`src/rtl/ram_master.sv`:
```
// ram_master: initiator-side sequencer for the clockless 16-bit word RAM.
//
// Accepts single or burst read/write commands, drives the RAM address,
// data_in, write_enable and read_enable pins, and returns read data over a
// backpressured response stream. Every output is registered and cleared by
// the asynchronous active-low reset.
//
// Ports:
//   i_clk, i_rst_n                          clock, async active-low reset
//   i_req_valid/o_req_ready                 command handshake
//   i_req_write, i_req_addr, i_req_len      command: direction, start, beats-1
//   i_wr_valid/o_wr_ready, i_wr_data        write beat stream
//   o_rd_valid/i_rd_ready, o_rd_data        read beat stream
//   o_done, o_err                           completion pulse and burst error
//   o_ram_address, o_ram_data_in            RAM address / write data
//   o_ram_write_enable, o_ram_read_enable   RAM strobes (never both high)
//   i_ram_data_out                          RAM read data (combinational)
//
// Optional feature: define RAM_MASTER_WRITE_VERIFY_EN to read back every
// in-range written word for READ_LATENCY cycles and flag mismatches in o_err.
module ram_master #(
   parameter int ADDR_W       = 12,
   parameter int DATA_W       = 16,
   parameter int MEM_DEPTH    = 2048,
   parameter int LEN_W        = 4,
   parameter int READ_LATENCY = 1
) (
   input  logic              i_clk,
   input  logic              i_rst_n,
   input  logic              i_req_valid,
   output logic              o_req_ready,
   input  logic              i_req_write,
   input  logic [ADDR_W-1:0] i_req_addr,
   input  logic [LEN_W-1:0]  i_req_len,
   input  logic              i_wr_valid,
   output logic              o_wr_ready,
   input  logic [DATA_W-1:0] i_wr_data,
   output logic              o_rd_valid,
   input  logic              i_rd_ready,
   output logic [DATA_W-1:0] o_rd_data,
   output logic              o_done,
   output logic              o_err,
   output logic [ADDR_W-1:0] o_ram_address,
   output logic [DATA_W-1:0] o_ram_data_in,
   output logic              o_ram_write_enable,
   output logic              o_ram_read_enable,
   input  logic [DATA_W-1:0] i_ram_data_out
);
   typedef enum logic [2:0] {
      S_IDLE, S_WR_DATA, S_WR_PULSE,
`ifdef RAM_MASTER_WRITE_VERIFY_EN
      S_WR_VERIFY,
`endif
      S_RD_ISSUE, S_RD_RESP, S_DONE
   } state_t;
   state_t            r_state;
   logic [ADDR_W-1:0] r_addr;
   logic [LEN_W-1:0]  r_beats;
   logic              r_err_acc;
   logic [2:0]        r_lat_cnt;
   logic [ADDR_W-1:0] w_addr_nxt;
   logic              w_in_range;
   logic              w_lat_done;
   logic              w_verify;
   logic              w_mismatch;
   logic              w_beat_end;
   function automatic logic in_range(input logic [ADDR_W-1:0] a);
      return 32'(a) < MEM_DEPTH;
   endfunction
   always_comb begin
      w_addr_nxt = r_addr + ADDR_W'(1);
      w_in_range = in_range(r_addr);
      w_lat_done = r_lat_cnt == 3'(READ_LATENCY - 1);
`ifdef RAM_MASTER_WRITE_VERIFY_EN
      w_verify   = w_in_range;
      w_mismatch = r_state == S_WR_VERIFY && w_lat_done && i_ram_data_out != o_ram_data_in;
      w_beat_end = (r_state == S_WR_PULSE && !w_verify) || (r_state == S_RD_RESP && i_rd_ready)
                 || (r_state == S_WR_VERIFY && w_lat_done);
`else
      w_verify   = 1'b0;
      w_mismatch = 1'b0;
      w_beat_end = (r_state == S_WR_PULSE) || (r_state == S_RD_RESP && i_rd_ready);
`endif
   end
   always_ff @(posedge i_clk or negedge i_rst_n) begin
      if (!i_rst_n) begin
         r_state            <= S_IDLE;
         r_addr             <= '0;
         r_beats            <= '0;
         r_err_acc          <= 1'b0;
         r_lat_cnt          <= '0;
         o_req_ready        <= 1'b0;
         o_wr_ready         <= 1'b0;
         o_rd_valid         <= 1'b0;
         o_rd_data          <= '0;
         o_done             <= 1'b0;
         o_err              <= 1'b0;
         o_ram_address      <= '0;
         o_ram_data_in      <= '0;
         o_ram_write_enable <= 1'b0;
         o_ram_read_enable  <= 1'b0;
      end else begin
         o_done <= 1'b0;
         o_err  <= 1'b0;
         case (r_state)
            S_IDLE: begin
               o_req_ready <= 1'b1;
               if (i_req_valid && o_req_ready) begin
                  o_req_ready <= 1'b0;
                  r_addr      <= i_req_addr;
                  r_beats     <= i_req_len;
                  r_err_acc   <= 1'b0;
                  if (i_req_write) begin
                     o_wr_ready <= 1'b1;
                     r_state    <= S_WR_DATA;
                  end else begin
                     o_ram_address     <= i_req_addr;
                     o_ram_read_enable <= in_range(i_req_addr);
                     r_lat_cnt         <= '0;
                     r_state           <= S_RD_ISSUE;
                  end
               end
            end
            S_WR_DATA: if (i_wr_valid) begin
               o_wr_ready         <= 1'b0;
               o_ram_address      <= r_addr;
               o_ram_data_in      <= i_wr_data;
               o_ram_write_enable <= w_in_range;
               r_err_acc          <= r_err_acc | !w_in_range;
               r_state            <= S_WR_PULSE;
            end
            S_WR_PULSE: begin
               o_ram_write_enable <= 1'b0;
`ifdef RAM_MASTER_WRITE_VERIFY_EN
               if (w_verify) begin
                  o_ram_read_enable <= 1'b1;
                  r_lat_cnt         <= '0;
                  r_state           <= S_WR_VERIFY;
               end
`endif
            end
`ifdef RAM_MASTER_WRITE_VERIFY_EN
            S_WR_VERIFY: begin
               r_lat_cnt <= r_lat_cnt + 3'd1;
               if (w_lat_done) o_ram_read_enable <= 1'b0;
            end
`endif
            S_RD_ISSUE: begin
               r_lat_cnt <= r_lat_cnt + 3'd1;
               if (w_lat_done) begin
                  o_ram_read_enable <= 1'b0;
                  o_rd_data         <= w_in_range ? i_ram_data_out : '0;
                  o_rd_valid        <= 1'b1;
                  r_err_acc         <= r_err_acc | !w_in_range;
                  r_state           <= S_RD_RESP;
               end
            end
            S_RD_RESP: if (i_rd_ready) o_rd_valid <= 1'b0;
            S_DONE: begin
               o_req_ready <= 1'b1;
               r_state     <= S_IDLE;
            end
            default: r_state <= S_IDLE;
         endcase
         // Shared end-of-beat step: finish the burst or advance to the next address.
         if (w_beat_end) begin
            r_err_acc <= r_err_acc | w_mismatch;
            if (r_beats == '0) begin
               o_done  <= 1'b1;
               o_err   <= r_err_acc | w_mismatch;
               r_state <= S_DONE;
            end else begin
               r_addr  <= w_addr_nxt;
               r_beats <= r_beats - LEN_W'(1);
               if (r_state == S_RD_RESP) begin
                  o_ram_address     <= w_addr_nxt;
                  o_ram_read_enable <= in_range(w_addr_nxt);
                  r_lat_cnt         <= '0;
                  r_state           <= S_RD_ISSUE;
               end else begin
                  o_wr_ready <= 1'b1;
                  r_state    <= S_WR_DATA;
               end
            end
         end
      end
   end
endmodule

```
`config.mk`:
```
export PLATFORM = sky130hd
export DESIGN_NAME = ram_master
export DESIGN_NICKNAME = d
export VERILOG_FILES = /design/src/rtl/ram_master.sv
export SDC_FILE = /design/constraint.sdc
export NUM_CORES = 1
export LEC_CHECK = 0
export ABC_CLOCK_PERIOD_IN_PS = 2600
export CAP_MARGIN = 20
export CORE_MARGIN = 5
export CORE_UTILIZATION = 48
export DETAILED_ROUTE_END_ITERATION = 7
export GPL_ROUTABILITY_DRIVEN = 1
export GPL_TIMING_DRIVEN = 1
export PLACE_DENSITY = 0.8
export SYNTH_ARGS = -nofsm -noshare
export SYNTH_HDL_FRONTEND = slang
export SYNTH_SLANG_ARGS = --single-unit
```
`constraint.sdc`:
```
create_clock -name i_clk -period 2.6 [get_ports i_clk]
set_input_delay 0.52 -clock i_clk [delete_from_list [all_inputs] [get_ports i_clk]]
set_output_delay 0.52 -clock i_clk [all_outputs]
set_load 0.01 [all_outputs]
```
==> summary by stage <==
Yosys
Counting flops with a built-in enable in the synthesized netlist gives 0. The synthesized area is around 3800 sq um. After Yosys synthesis, full adders, half adders and majority gates account for 1.31% of the synthesized area. A synthesized cell averages 9.20 sq um. The proportion of synthesized area in mux cells is 4.03%. The synthesized instance count is 415.

After synthesis, flip-flops and latches occupy 48.5% of the total area. The synthesized-area fraction occupied by and/or/nand/nor cells is 22.0%. By area, the combinational part of the netlist is dominated by simple AND/OR/NAND/NOR gates.

In this run, synthesis produced a sequential element count of 74. Of the total synthesized cell area, the portion taken by XOR and XNOR cells is 0.689%. The synthesized net count is 473. The number of distinct library cells after synthesis is 57.

For this run, asynchronously set or reset flops after synthesis account for 100%. The post-synthesis compound-gate area fraction is roughly 18%. Among all flip-flop cells after synthesis, the most frequent one is sky130_fd_sc_hd__dfrtp_1. The synthesis warning total is 0.

Pwr
The analysis attributes to cell leakage a power of 2.28 nW. The ratio of total power to cell area is ~1200 nW/um^2. The maximum vdd drop is 702 uV.

Clock tree
The clock-pin slew on the worst setup and hold paths is 0.08 ns. Buffers inserted during clock tree synthesis total 9. The maximum number of buffers from clock root to sink is 2. The insertion delay to the later sink of the worst-skew pair is 0.35 ns. After clock tree synthesis, the setup repair step added 0 buffers. The master cell of the clock root buffer is sky130_fd_sc_hd__clkbuf_8.

In this run, post-CTS repair resized a total of 0 instances. Counting every sink on the clock net gives 74. The TritonCTS clock tree is built. The maximum level of the CTS H-tree is 3. For this design, the CTS-stage hold fixing added 0 buffers.

STA
The final number of hold-violating endpoints was 0. Dividing the final minimum period by the clock period gives 82.8%. Setup violations remaining at the end of the flow were counted as 0. The max-slew violation count is 0. Measured against its own limit, the worst slew margin works out to a little under two fifths. The shortest period the worst path allows is 2.15 ns. The final worst setup slack is 0.446 ns. Summed over all failing endpoints, the final setup total negative slack is 0 ns. Timing would allow up to 464 MHz. For the pin with the worst max-slew slack, the measured transition is 0.940 ns. The worst clock skew is 0.0106 ns. Setup repair after global routing left no endpoint under its margin.

Critical path
The nature of the critical path endpoint is a flop. The category of the critical setup timing path is flop to flop. The slowest stage of the critical path is the sky130_fd_sc_hd__or3b_1 cell. The required time of the worst setup path is 2.86 ns. Data arrives at the worst endpoint at 2.42 ns. The number of buffers and inverters on the critical path is 1. The kind of cell with the highest combined delay along the critical path is simple AND/OR/NAND/NOR gates. Traced cell by cell, the critical path runs through or3b_1, a21oi_4, buf_4, mux2_2, a21oi_1. The maximum cell stage delay along the critical path is 0.57 ns.

In this run the worst path has a maximum fanout of 15. The critical path startpoint category is a flop.

Placement
The pre-CTS worst setup slack is 0.191 ns. The congestion estimate from routability-driven global placement came to a little over 0.9. After detailed placement, the design holds a cell count of 610. The count of buffers inserted at the top-level ports is 104. Once detailed placement completed, the half-perimeter wirelength came to roughly 7700 um.

Global routing
The initial antenna violation count is 0. The overflow left after global routing is 0. The first global-routing pass estimated 18000 um of wire. The overall routing resource usage is 22.6%. Entering global routing, the biggest net connects 75 pins.

The number of global-route vias before repair came to 3609.

Routing
In the final routed layout, each cell accounts on average for about 17 um. The overall routed net length is 10900 um. The count of TritonRoute iterations in the first routing pass is 5.

The detail route stage leaves a number of antenna-violating nets equal to 0. The total vias in the final route is 3578. Dividing the detail-routed via count by the number of cells gives 5.72. The remaining routing DRC violations is 0.

The detailed router's first-iteration violation count is 262.

Die
The number of placement rows is 32. The die height is 99.2 um. The width of the chip is 99.2 um. The die covers approximately 9800 sq um. The number of top-level pins is 105. The initial core utilization is roughly 49%. The core region is around 7700 sq um.

Final layout
The final layout net count is around 580. The number of antenna diodes in the final layout is 0. The finished layout holds 626 standard cells, fillers aside. The area added between synthesis and finish is 38.1%. The final standard cell utilization of the core is about two thirds. In the final layout, the share of cells above drive strength 1 is between 10% and 20%. The count of filler cells inserted in the layout is 584.

Job
Max-cap violations in this run came to 0.

Status
The run finished with clean final reports.

Hold path
The type of the most critical hold path is input port to asynchronous set/reset pin.
-- path summary, 6_finish.rpt --
kind / startpoint / end / slack (ns) / cells past startpoint
max: r_state[0] / r_addr[9] / 0.45 / 5
min: i_rst_n / r_addr[1] / 0.30 / 1
max reg2reg: r_state[0] / r_addr[9] / 0.45 / 5
min reg2reg: o_rd_valid / o_rd_valid / 0.48 / 2
max in group asynchronous: i_rst_n / o_ram_data_in[14] / 1.68 / 1
min in group i_clk: o_rd_valid / o_rd_valid / 0.48 / 2
-- stage by stage --
stage	hold WS, ns	cell area [sq um]	total power [mW]
after floorplan	0.224	3820	3.91
after global placement	0.457	5020	5.22
after detailed placement	0.463	5020	5.34
after CTS	0.347	5270	6.48
after global routing	0.379	5270	6.91
final	0.304	5270	6.46
-- routing by layer --
layer | vias to the layer above | GRT usage (%) | share of wire, %
met4 | 0 | 6.30 | 0.95
li1 | 1680 | - | -
met3 | 13 | 5.05 | 7.5
met1 | 1745 | 30.0 | 42
met5 | - | 0 | 0
met2 | 140 | 37.3 | 50
-- report_power, final --
part           switching (mW)  internal [mW]  total [mW]  leakage (nW)
Combinational            1.58           1.60        3.18          1.25
Clock                   0.466          0.647        1.11         0.122
Sequential              0.462           1.70        2.16         0.913
Total                    2.51           3.95        6.46          2.28
-- synthesized netlist by cell type, types with 3 or more instances --
cell / count / area share [%]
sky130_fd_sc_hd__mux2i_1: 9 / 2.4
sky130_fd_sc_hd__nand4_1: 4 / 0.66
sky130_fd_sc_hd__nor2_1: 18 / 1.8
sky130_fd_sc_hd__o21ai_0: 30 / 3.9
sky130_fd_sc_hd__a211oi_1: 3 / 0.59
sky130_fd_sc_hd__o211ai_1: 10 / 2.0
sky130_fd_sc_hd__clkbuf_1: 24 / 2.4
sky130_fd_sc_hd__dfrtp_1: 74 / 49
sky130_fd_sc_hd__ha_1: 4 / 1.3
sky130_fd_sc_hd__a311oi_1: 3 / 0.69
sky130_fd_sc_hd__a221o_1: 3 / 0.79
sky130_fd_sc_hd__nand2_1: 98 / 9.6
sky130_fd_sc_hd__and3_1: 7 / 1.1
sky130_fd_sc_hd__a21o_1: 5 / 0.98
sky130_fd_sc_hd__buf_6: 4 / 1.2
sky130_fd_sc_hd__nand3_1: 11 / 1.4
sky130_fd_sc_hd__and4_1: 5 / 1.1
sky130_fd_sc_hd__inv_1: 10 / 0.98
sky130_fd_sc_hd__nor3_1: 5 / 0.66
sky130_fd_sc_hd__nand3b_1: 6 / 1.2
sky130_fd_sc_hd__a31oi_1: 7 / 1.1
sky130_fd_sc_hd__a21oi_1: 18 / 2.4
sky130_fd_sc_hd__o221a_2: 3 / 0.89
sky130_fd_sc_hd__nand4bb_1: 3 / 0.89
sky130_fd_sc_hd__or3_1: 3 / 0.49
-- logic make-up after synthesis --
| group | Yosys count |
|---|---|
| buffers and inverters | 43 |
| DFF | 74 |
| adders and majority gates | 4 |
| and+or+nand+nor | 175 |
| muxes | 14 |
| xor gates and xnor gates | 3 |
| AOI/OAI and AO/OA | 102 |
-- registers in the layout, summed over array words and instances, names as in the netlist --
| signal | flops |
|---|---|
| r_beats | 4 |
| r_state | 3 |
| o_err | 1 |
| r_lat_cnt | 3 |
| o_ram_address | 12 |
| r_err_acc | 1 |
| o_ram_data_in | 16 |
| r_addr | 12 |
| o_done | 1 |
| o_rd_valid | 1 |
| o_req_ready | 1 |
| o_rd_data | 16 |
| o_wr_ready | 1 |
| o_ram_read_enable | 1 |
| o_ram_write_enable | 1 |
-- placed cells by master (no fill, tap or decap), drive strengths merged, types with 4 or more instances in the layout --
| cell type | instances |
|---|---|
| and3 | 7 |
| a31oi | 7 |
| clkdlybuf4s50 | 103 |
| a211oi | 4 |
| nand2 | 98 |
| ha | 4 |
| mux2 | 5 |
| mux2i | 9 |
| clkbuf | 9 |
| and4 | 5 |
| nor3 | 5 |
| a21o | 5 |
| nand3b | 6 |
| o221a | 5 |
| o211ai | 10 |
| dfrtp | 74 |
| inv | 12 |
| nor2 | 19 |
| o21ai | 30 |
| buf | 22 |
| nand4 | 4 |
| nand3 | 11 |
| a21oi | 19 |
-- cell type report --
| cell class | instances | area (sq um) | area share, % |
|---|---|---|---|
| sequential | 74 | 1850 | 35.1 |
| multi-input combinational | 298 | 1790 | 34.0 |
| timing repair buffer | 125 | 1210 | 22.9 |
| inverter | 11 | 41.3 | 0.783 |
| clock inverter | 7 | 126 | 2.40 |
| tap | 102 | 128 | 2.42 |
| clock buffer | 9 | 124 | 2.35 |
(Power assumes the default switching activity.)
